**src/rtl/mips_cpu_pc_fetch_if.sv**
```systemverilog
// Fetch-stage bus between the PC/fetch block, instruction memory and the control decoder.
// MIPS_FETCH_ALIGN_CHECK_EN adds the fetch_fault status signal.
interface mips_cpu_pc_fetch_if;
    logic        clk_enable;
    logic [31:0] instr_address;
    logic [31:0] instr_readdata;
    logic [5:0]  opcode;
    logic [4:0]  branch_type;
    logic        branch;
    logic        branch_cond;
    logic        jump;
    logic        jump_reg;
    logic [31:0] rs_data;
    logic [31:0] link_addr;
    logic        active;
`ifdef MIPS_FETCH_ALIGN_CHECK_EN
    logic        fetch_fault;

    modport master (
        input  clk_enable, instr_readdata, branch, branch_cond, jump, jump_reg, rs_data,
        output instr_address, opcode, branch_type, link_addr, active, fetch_fault
    );
    modport slave (
        output clk_enable, instr_readdata, branch, branch_cond, jump, jump_reg, rs_data,
        input  instr_address, opcode, branch_type, link_addr, active, fetch_fault
    );
`else
    modport master (
        input  clk_enable, instr_readdata, branch, branch_cond, jump, jump_reg, rs_data,
        output instr_address, opcode, branch_type, link_addr, active
    );
    modport slave (
        output clk_enable, instr_readdata, branch, branch_cond, jump, jump_reg, rs_data,
        input  instr_address, opcode, branch_type, link_addr, active
    );
`endif
endinterface

```
**src/rtl/mips_cpu_pc_fetch.sv**
```systemverilog
// PC and instruction-fetch stage with a one-entry branch-delay-slot target and halt at address 0.
// Optional feature macro: MIPS_FETCH_ALIGN_CHECK_EN (misaligned redirect target raises fetch_fault).
module mips_cpu_pc_fetch #(
    parameter logic [31:0] RESET_VECTOR = 32'hBFC00000
) (
    input  logic                    clk,
    input  logic                    reset,
    mips_cpu_pc_fetch_if.master     bus
);

    localparam logic [1:0] ST_RUN   = 2'd0;
    localparam logic [1:0] ST_DELAY = 2'd1;
    localparam logic [1:0] ST_HALT  = 2'd2;

    logic [31:0] r_pc;
    logic [31:0] r_pendingTarget;
    logic [1:0]  r_state;

    logic [31:0] w_pcPlus4;
    logic [31:0] w_branchOffset;
    logic [31:0] w_target;
    logic [31:0] w_captureTarget;
    logic        w_redirect;
    logic        w_targetFault;

    assign w_pcPlus4      = r_pc + 32'd4;
    assign w_branchOffset = {{14{bus.instr_readdata[15]}}, bus.instr_readdata[15:0], 2'b00};
    assign w_redirect     = bus.jump | bus.jump_reg | (bus.branch & bus.branch_cond);

    // jump_reg beats jump beats a taken conditional branch
    always_comb begin
        w_target = w_pcPlus4 + w_branchOffset;
        if (bus.jump_reg)
            w_target = bus.rs_data;
        else if (bus.jump)
            w_target = {w_pcPlus4[31:28], bus.instr_readdata[25:0], 2'b00};
    end

`ifdef MIPS_FETCH_ALIGN_CHECK_EN
    logic r_fetchFault;

    assign w_captureTarget = w_target;
    assign w_targetFault   = (r_pendingTarget[1:0] != 2'b00);
    assign bus.fetch_fault = r_fetchFault;

    always_ff @(posedge clk) begin
        if (reset)
            r_fetchFault <= 1'b0;
        else if (bus.clk_enable && r_state == ST_DELAY && w_targetFault)
            r_fetchFault <= 1'b1;
    end
`else
    assign w_captureTarget = w_target & ~32'h3;
    assign w_targetFault   = 1'b0;
`endif

    // The DELAY state itself marks the pending target as valid; leaving it consumes the target.
    always_ff @(posedge clk) begin
        if (reset) begin
            r_pc            <= RESET_VECTOR;
            r_pendingTarget <= 32'd0;
            r_state         <= ST_RUN;
        end else if (bus.clk_enable) begin
            case (r_state)
                ST_RUN: begin
                    r_pc <= w_pcPlus4;
                    if (w_redirect) begin
                        r_pendingTarget <= w_captureTarget;
                        r_state         <= ST_DELAY;
                    end
                end
                ST_DELAY: begin
                    if (w_targetFault || r_pendingTarget == 32'd0) begin
                        r_state <= ST_HALT;
                    end else begin
                        r_pc    <= r_pendingTarget;
                        r_state <= ST_RUN;
                    end
                end
                ST_HALT: r_state <= ST_HALT;
                default: r_state <= ST_HALT;
            endcase
        end
    end

    assign bus.instr_address = r_pc;
    assign bus.link_addr     = r_pc + 32'd8;
    assign bus.opcode        = bus.instr_readdata[31:26];
    assign bus.branch_type   = bus.instr_readdata[20:16];
    assign bus.active        = (r_state != ST_HALT);

endmodule

```
**src/flat_wrapper.sv**
```systemverilog
// flat-port wrapper written by rule: the top's interface ports become plain ports
module mips_cpu_pc_fetch_flat 
#(
    parameter logic [31:0] RESET_VECTOR = 32'hBFC00000
)
  (clk, reset, bus_clk_enable, bus_instr_readdata, bus_branch, bus_branch_cond, bus_jump, bus_jump_reg, bus_rs_data, bus_instr_address, bus_opcode, bus_branch_type, bus_link_addr, bus_active);
  mips_cpu_pc_fetch_if bus_i ();
  input  logic clk;
  input  logic reset;
  input wire logic [$bits(bus_i.clk_enable)-1:0] bus_clk_enable;
  input wire logic [$bits(bus_i.instr_readdata)-1:0] bus_instr_readdata;
  input wire logic [$bits(bus_i.branch)-1:0] bus_branch;
  input wire logic [$bits(bus_i.branch_cond)-1:0] bus_branch_cond;
  input wire logic [$bits(bus_i.jump)-1:0] bus_jump;
  input wire logic [$bits(bus_i.jump_reg)-1:0] bus_jump_reg;
  input wire logic [$bits(bus_i.rs_data)-1:0] bus_rs_data;
  output wire logic [$bits(bus_i.instr_address)-1:0] bus_instr_address;
  output wire logic [$bits(bus_i.opcode)-1:0] bus_opcode;
  output wire logic [$bits(bus_i.branch_type)-1:0] bus_branch_type;
  output wire logic [$bits(bus_i.link_addr)-1:0] bus_link_addr;
  output wire logic [$bits(bus_i.active)-1:0] bus_active;
  assign bus_i.clk_enable = bus_clk_enable;
  assign bus_i.instr_readdata = bus_instr_readdata;
  assign bus_i.branch = bus_branch;
  assign bus_i.branch_cond = bus_branch_cond;
  assign bus_i.jump = bus_jump;
  assign bus_i.jump_reg = bus_jump_reg;
  assign bus_i.rs_data = bus_rs_data;
  assign bus_instr_address = bus_i.instr_address;
  assign bus_opcode = bus_i.opcode;
  assign bus_branch_type = bus_i.branch_type;
  assign bus_link_addr = bus_i.link_addr;
  assign bus_active = bus_i.active;
  mips_cpu_pc_fetch #(.RESET_VECTOR(RESET_VECTOR)) u_core (.clk(clk), .reset(reset), .bus(bus_i));
endmodule
```
**config.mk**
```make
export PLATFORM = sky130hd
export DESIGN_NAME = mips_cpu_pc_fetch_flat
export DESIGN_NICKNAME = d
export VERILOG_FILES = /design/src/rtl/mips_cpu_pc_fetch_if.sv /design/src/rtl/mips_cpu_pc_fetch.sv /design/src/flat_wrapper.sv
export SDC_FILE = /design/constraint.sdc
export NUM_CORES = 1
export LEC_CHECK = 0
export CAP_MARGIN = 25
export CORE_MARGIN = 2
export CORE_UTILIZATION = 51
export DETAILED_ROUTE_END_ITERATION = 8
export HOLD_SLACK_MARGIN = 0.12
export PLACE_DENSITY = 0.82
export SYNTH_ARGS = -nofsm -noshare
export SYNTH_HDL_FRONTEND = slang
export SYNTH_SLANG_ARGS = --single-unit
export TNS_END_PERCENT = 20
```
**constraint.sdc**
```tcl
create_clock -name clk -period 4.3 [get_ports clk]
set_input_delay 0.86 -clock clk [delete_from_list [all_inputs] [get_ports clk]]
set_output_delay 0.86 -clock clk [all_outputs]
set_load 0.1 [all_outputs]
```
# Word level (Yosys, flattened, before mapping)
# Cells that the tools add are included.
# word_totals
in_bits	71
regBits	64
output_inout_bits	76
# op_classes
eq_ne	4
add_sub_neg	3
reduce_logical	6
bitwise	3
n_mux	7
# op_table
op	n
32-bit two-way mux	3
32-bit case mux with 2 select lines	1
32-bit by 3-bit adder with 32-bit output (second input constant)	1
32-bit adder	1
32-bit by 4-bit adder with 32-bit output (second input constant)	1
32-bit logical NOT	1
3-bit AND reduction	2
2-bit two-way mux	2
2-bit inequality test (second input constant)	2
2-bit case mux with 2 select lines	1
2-bit by 1-bit == test with 1-bit output (second input constant)	1
2-bit logical NOT	1
2-bit by 1-bit inequality test with 1-bit output (second input constant)	1
1-bit bitwise OR	2
2-bit AND reduction	1
2-bit nonzero test	1
1-bit AND	1

# Depth between registers and ports, before layout
# depth
word_depth	4
mapped_depth	20
depth_no_buf	17

# Least setup slack after synthesis
# OpenSTA, ideal clock, no wires.
# synth_timing
kind	register to output
start	register u_core.r_pc[15] (netlist: u_core.bus.instr_address[15])
end	output port bus_link_addr[27]
stages_incl_launch_ff	9
required_ps	3440
slack_ps	-593
arrival_time_ps	4033
path_buffers	2
cell_sequence	dfxtp_1 -> buf_2 -> and3_1 -> buf_4 -> and4_4 -> nand2_4 -> nor4_2 -> nand3_1 -> xnor2_1
# synth_via
elab_chain_len	1
# synth_lines
item	line	rtl
start: declaration	mips_cpu_pc_fetch.sv:15	logic [31:0] r_pc;
start signal: assignment	mips_cpu_pc_fetch.sv:66	r_pc <= w_pcPlus4;
start signal: assignment	mips_cpu_pc_fetch.sv:76	r_pc <= r_pendingTarget;
32-bit by 4-bit adder with 32-bit output	mips_cpu_pc_fetch.sv:87	assign bus.link_addr = r_pc + 32'd8;
end: declaration	flat_wrapper.sv:20	output wire logic [$bits(bus_i.link_addr)-1:0] bus_link_addr;
# No other way between the ends.

# Worst setup path after layout
# layout_timing
start	register u_core.r_pc[2] (netlist: u_core.bus.instr_address[2])
end	register u_core.r_pendingTarget[31]
# layout_via
elab_chain_len	4
# layout_lines
item	line	rtl
32-bit by 3-bit adder with 32-bit output (*)	mips_cpu_pc_fetch.sv:26	assign w_pcPlus4 = r_pc + 32'd4;
32-bit adder	mips_cpu_pc_fetch.sv:32	w_target = w_pcPlus4 + w_branchOffset;
32-bit two-way mux (*)	mips_cpu_pc_fetch.sv:35	else if (bus.jump)
32-bit two-way mux (*)	mips_cpu_pc_fetch.sv:33	if (bus.jump_reg)
end signal: assignment	mips_cpu_pc_fetch.sv:68	r_pendingTarget <= w_captureTarget;
end: declaration	mips_cpu_pc_fetch.sv:16	logic [31:0] r_pendingTarget;
# Mark *: on every way between the ends. The rest lies on a longest branch, timed or not.
# A chain may end at the register's enable or synchronous reset.

==> out/qor.txt <==
Layout area overhead - 29.3%
Leakage - 3.12 nW
Routed Antenna Nets - 0
Final GP Congestion - 0.932
H-Tree Depth - 3
PD cells - 298 mW/mm^2
Final setup fails - 0
Hold buffers post-CTS - 0
Non-filler instance count after layout - 1071
DP Area - 0.00728 mm^2
Worst-Skew Late Latency - 0.33 ns
Initial antenna violation count - 0
Fraction of registers with async set or reset after synthesis - 0%
Vias - 6489
Synth Instances - 808
Setup tns final - 0 ns
Status - finished clean
Layout filler cell count - 1009
Vias/cell - 6.06
Max_slew headroom - 34.8%
Max-cap violation count - 0
WHS - 0.484 ns
PortBufs - 128
Worst Hold Class - flop to flop
Largest net degree at the start of global routing - 43
# IOs - 147
PnR worst setup slack - 0.101 ns
N_diodes - 0
Synth Cell Area - 0.00589 mm^2
Setup bufs post-CTS - 0
TritonCTS clock tree - yes
Synth top area cells - dfxtp_1 (21%), ha_1 (7.9%), xnor2_1 (7.4%)
Critical path class - flop to flop
Clock slew at reported path FFs - 0.05 ns
Post-CTS sizing - 0
Fin. max-slew vios - 0
Fin nets - 1032
Predominant post-synthesis flop cell - dfxtp_1
CTS Root Cell - clkbuf_16
DR WL/cell - 17.5 um
Share of the core filled with cells - 67.0%
Crit start category - flop
Slew @ Worst Pin - 0.975 ns
Final min period - 4.20 ns
CP Max Fanout - 7
Post-synthesis sequential area ratio - 21.1%
Clk sinks - 62
Syn_area_per_cell - 7.29 um^2
Synth warn - 0
Initial Utilization - 51.8%
Post-Route WL - 18700 um
Cells after DPL - 1055
Die height - 111 um
Worst VDD drop - 0.208 mV
Number of synthesized flops with an enable pin - 0
Core area - 0.0114 mm^2
Tot GR Track Use - 29.1%
Dominant cell type by area after synthesis - dfxtp_1
Yosys top cell area share - 21.1%
Finished Cell Area - 0.00762 mm^2
Crit path capture type - flop
DIE AREA - 0.0124 mm^2
Drt drc - 0
Dpl hpwl - 14600 um
Pre-CTS WS - 0.189 ns
DRT Pass-1 Iters - 5
F_max - 0.238 GHz
Seq cells post-synth - 62
DRT iter0 DRCs - 623
Residual overflow from global routing - 0
Worst path required time - 4.53 ns
Final hold vios - 0
Yosys cell types - 78
Crit path DAT - 4.43 ns
Vias in the first global route - 5789
Total Power - 2.27 mW
Final Cycle Share - 97.7%
Num CTS Buffers - 9
RSZ-0062 raised after global routing - yes
Share of cells above drive strength 1 - 13.1%
Die width - 111 um
Max Clock Skew - 0.00798 ns
Max clock buf depth - 2
Site Rows - 39
First-pass GRT wire length - 29500 um
metal layers:
| layer | vias to the layer above | track usage [%] | part of all wire, % |
|---|---|---|---|
| met5 | - | 0 | 0 |
| met4 | 0 | 7.82 | 2.8 |
| met3 | 52 | 3.38 | 8.7 |
| met2 | 346 | 45.1 | 44 |
| met1 | 2942 | 43.0 | 45 |
| li1 | 3149 | - | - |
layout by cell type (no fill, tap or decap), types with 8 or more instances in the layout:
master	instances
o21ai_0	38
o221ai_1	12
buf_4	73
a21oi_1	72
nand4_1	13
xnor2_1	44
clkbuf_16	9
xor2_1	27
nand3_1	35
ha_1	32
o21bai_1	8
nor4_1	10
o21a_1	9
o211ai_1	12
a21o_1	11
and3_1	9
clkdlybuf4s50_1	98
dfxtp_1	62
a211oi_1	8
nor3_1	16
nor2_1	80
o21ai_1	8
inv_1	18
nand2_1	90
a31oi_1	10
cell families after synthesis:
group	after synthesis	synth area share, %
XOR/XNOR	77	11.4
other	1	0.0636
adder cells (fa/ha/maj)	38	8.20
buffers and inverters	90	7.35
flip-flops	62	21.1
AO/OA/AOI/OAI	243	27.2
multiplexers	5	0.849
AND/OR/NAND/NOR	292	23.8
worst max-delay path, cell delays in order (launching register included):
cell       delay (ns)
dfxtp_1          0.45
ha_1             0.21
and3_1           0.18
nand3_1          0.22
nor2_1           0.26
and3_1           0.24
xor2_1           0.26
ha_2             0.38
nand4_1          0.14
nor3_1           0.07
o2bb2ai_1        0.20
o21a_1           0.25
o31a_1           0.39
o41ai_2          0.31
o311ai_1         0.15
o41a_1           0.16
a221oi_2         0.21
sequential cells by signal, indices dropped and copies added, names as in the netlist:
| register | flops |
|---|---|
| u_core.r_pendingTarget | 30 |
| u_core.bus.instr_address | 30 |
| u_core.r_state | 2 |
power by group:
group          switching (mW)  internal, mW
Combinational           0.578         0.295
Clock                   0.253         0.477
Sequential             0.0509         0.615
Total                   0.881          1.39
synth_stat cells, types with 3 or more instances:
| cell type | n |
|---|---|
| a211oi_1 | 9 |
| a21o_1 | 11 |
| a21oi_1 | 72 |
| a221oi_1 | 6 |
| a22oi_1 | 4 |
| a31oi_1 | 10 |
| and2_1 | 6 |
| and3_1 | 9 |
| and4_1 | 5 |
| buf_2 | 19 |
| buf_4 | 19 |
| clkbuf_1 | 31 |
| dfxtp_1 | 62 |
| ha_1 | 37 |
| inv_1 | 18 |
| mux2i_1 | 5 |
| nand2_1 | 90 |
| nand2b_1 | 3 |
| nand3_1 | 35 |
| nand4_1 | 13 |
| nor2_1 | 80 |
| nor2_2 | 3 |
| nor3_1 | 16 |
| nor4_1 | 10 |
| o211a_1 | 4 |
| o211ai_1 | 12 |
| o21a_1 | 9 |
| o21ai_0 | 38 |
| o21ai_1 | 9 |
| o21bai_1 | 8 |
| o221ai_1 | 12 |
| o22ai_1 | 6 |
| o31ai_1 | 3 |
| or3_1 | 3 |
| xnor2_1 | 50 |
| xor2_1 | 27 |
area by class of cell:
| class | count | area [um^2] | share of cell area (%) |
|---|---|---|---|
| flip-flops and latches | 62 | 1240 | 16.3 |
| clock inverters | 4 | 45.0 | 0.591 |
| multi-input cells | 659 | 4300 | 56.4 |
| repair buffers | 171 | 1530 | 20.1 |
| inverters | 20 | 75.1 | 0.985 |
| clock buffers | 12 | 256 | 3.37 |
| well taps | 143 | 179 | 2.35 |
path summary, 6_finish.rpt:
kind,from,to,slack (ns),cells after the start
setup / recovery,u_core.bus.instr_address[2],u_core.r_pendingTarget[31],0.10,16
hold / removal,u_core.r_pendingTarget[21],u_core.r_pendingTarget[21],0.48,2
setup reg to reg,u_core.bus.instr_address[2],u_core.r_pendingTarget[31],0.10,16
hold reg to reg,u_core.r_pendingTarget[21],u_core.r_pendingTarget[21],0.48,2
No activity file was read; power rests on OpenSTA's default activity.
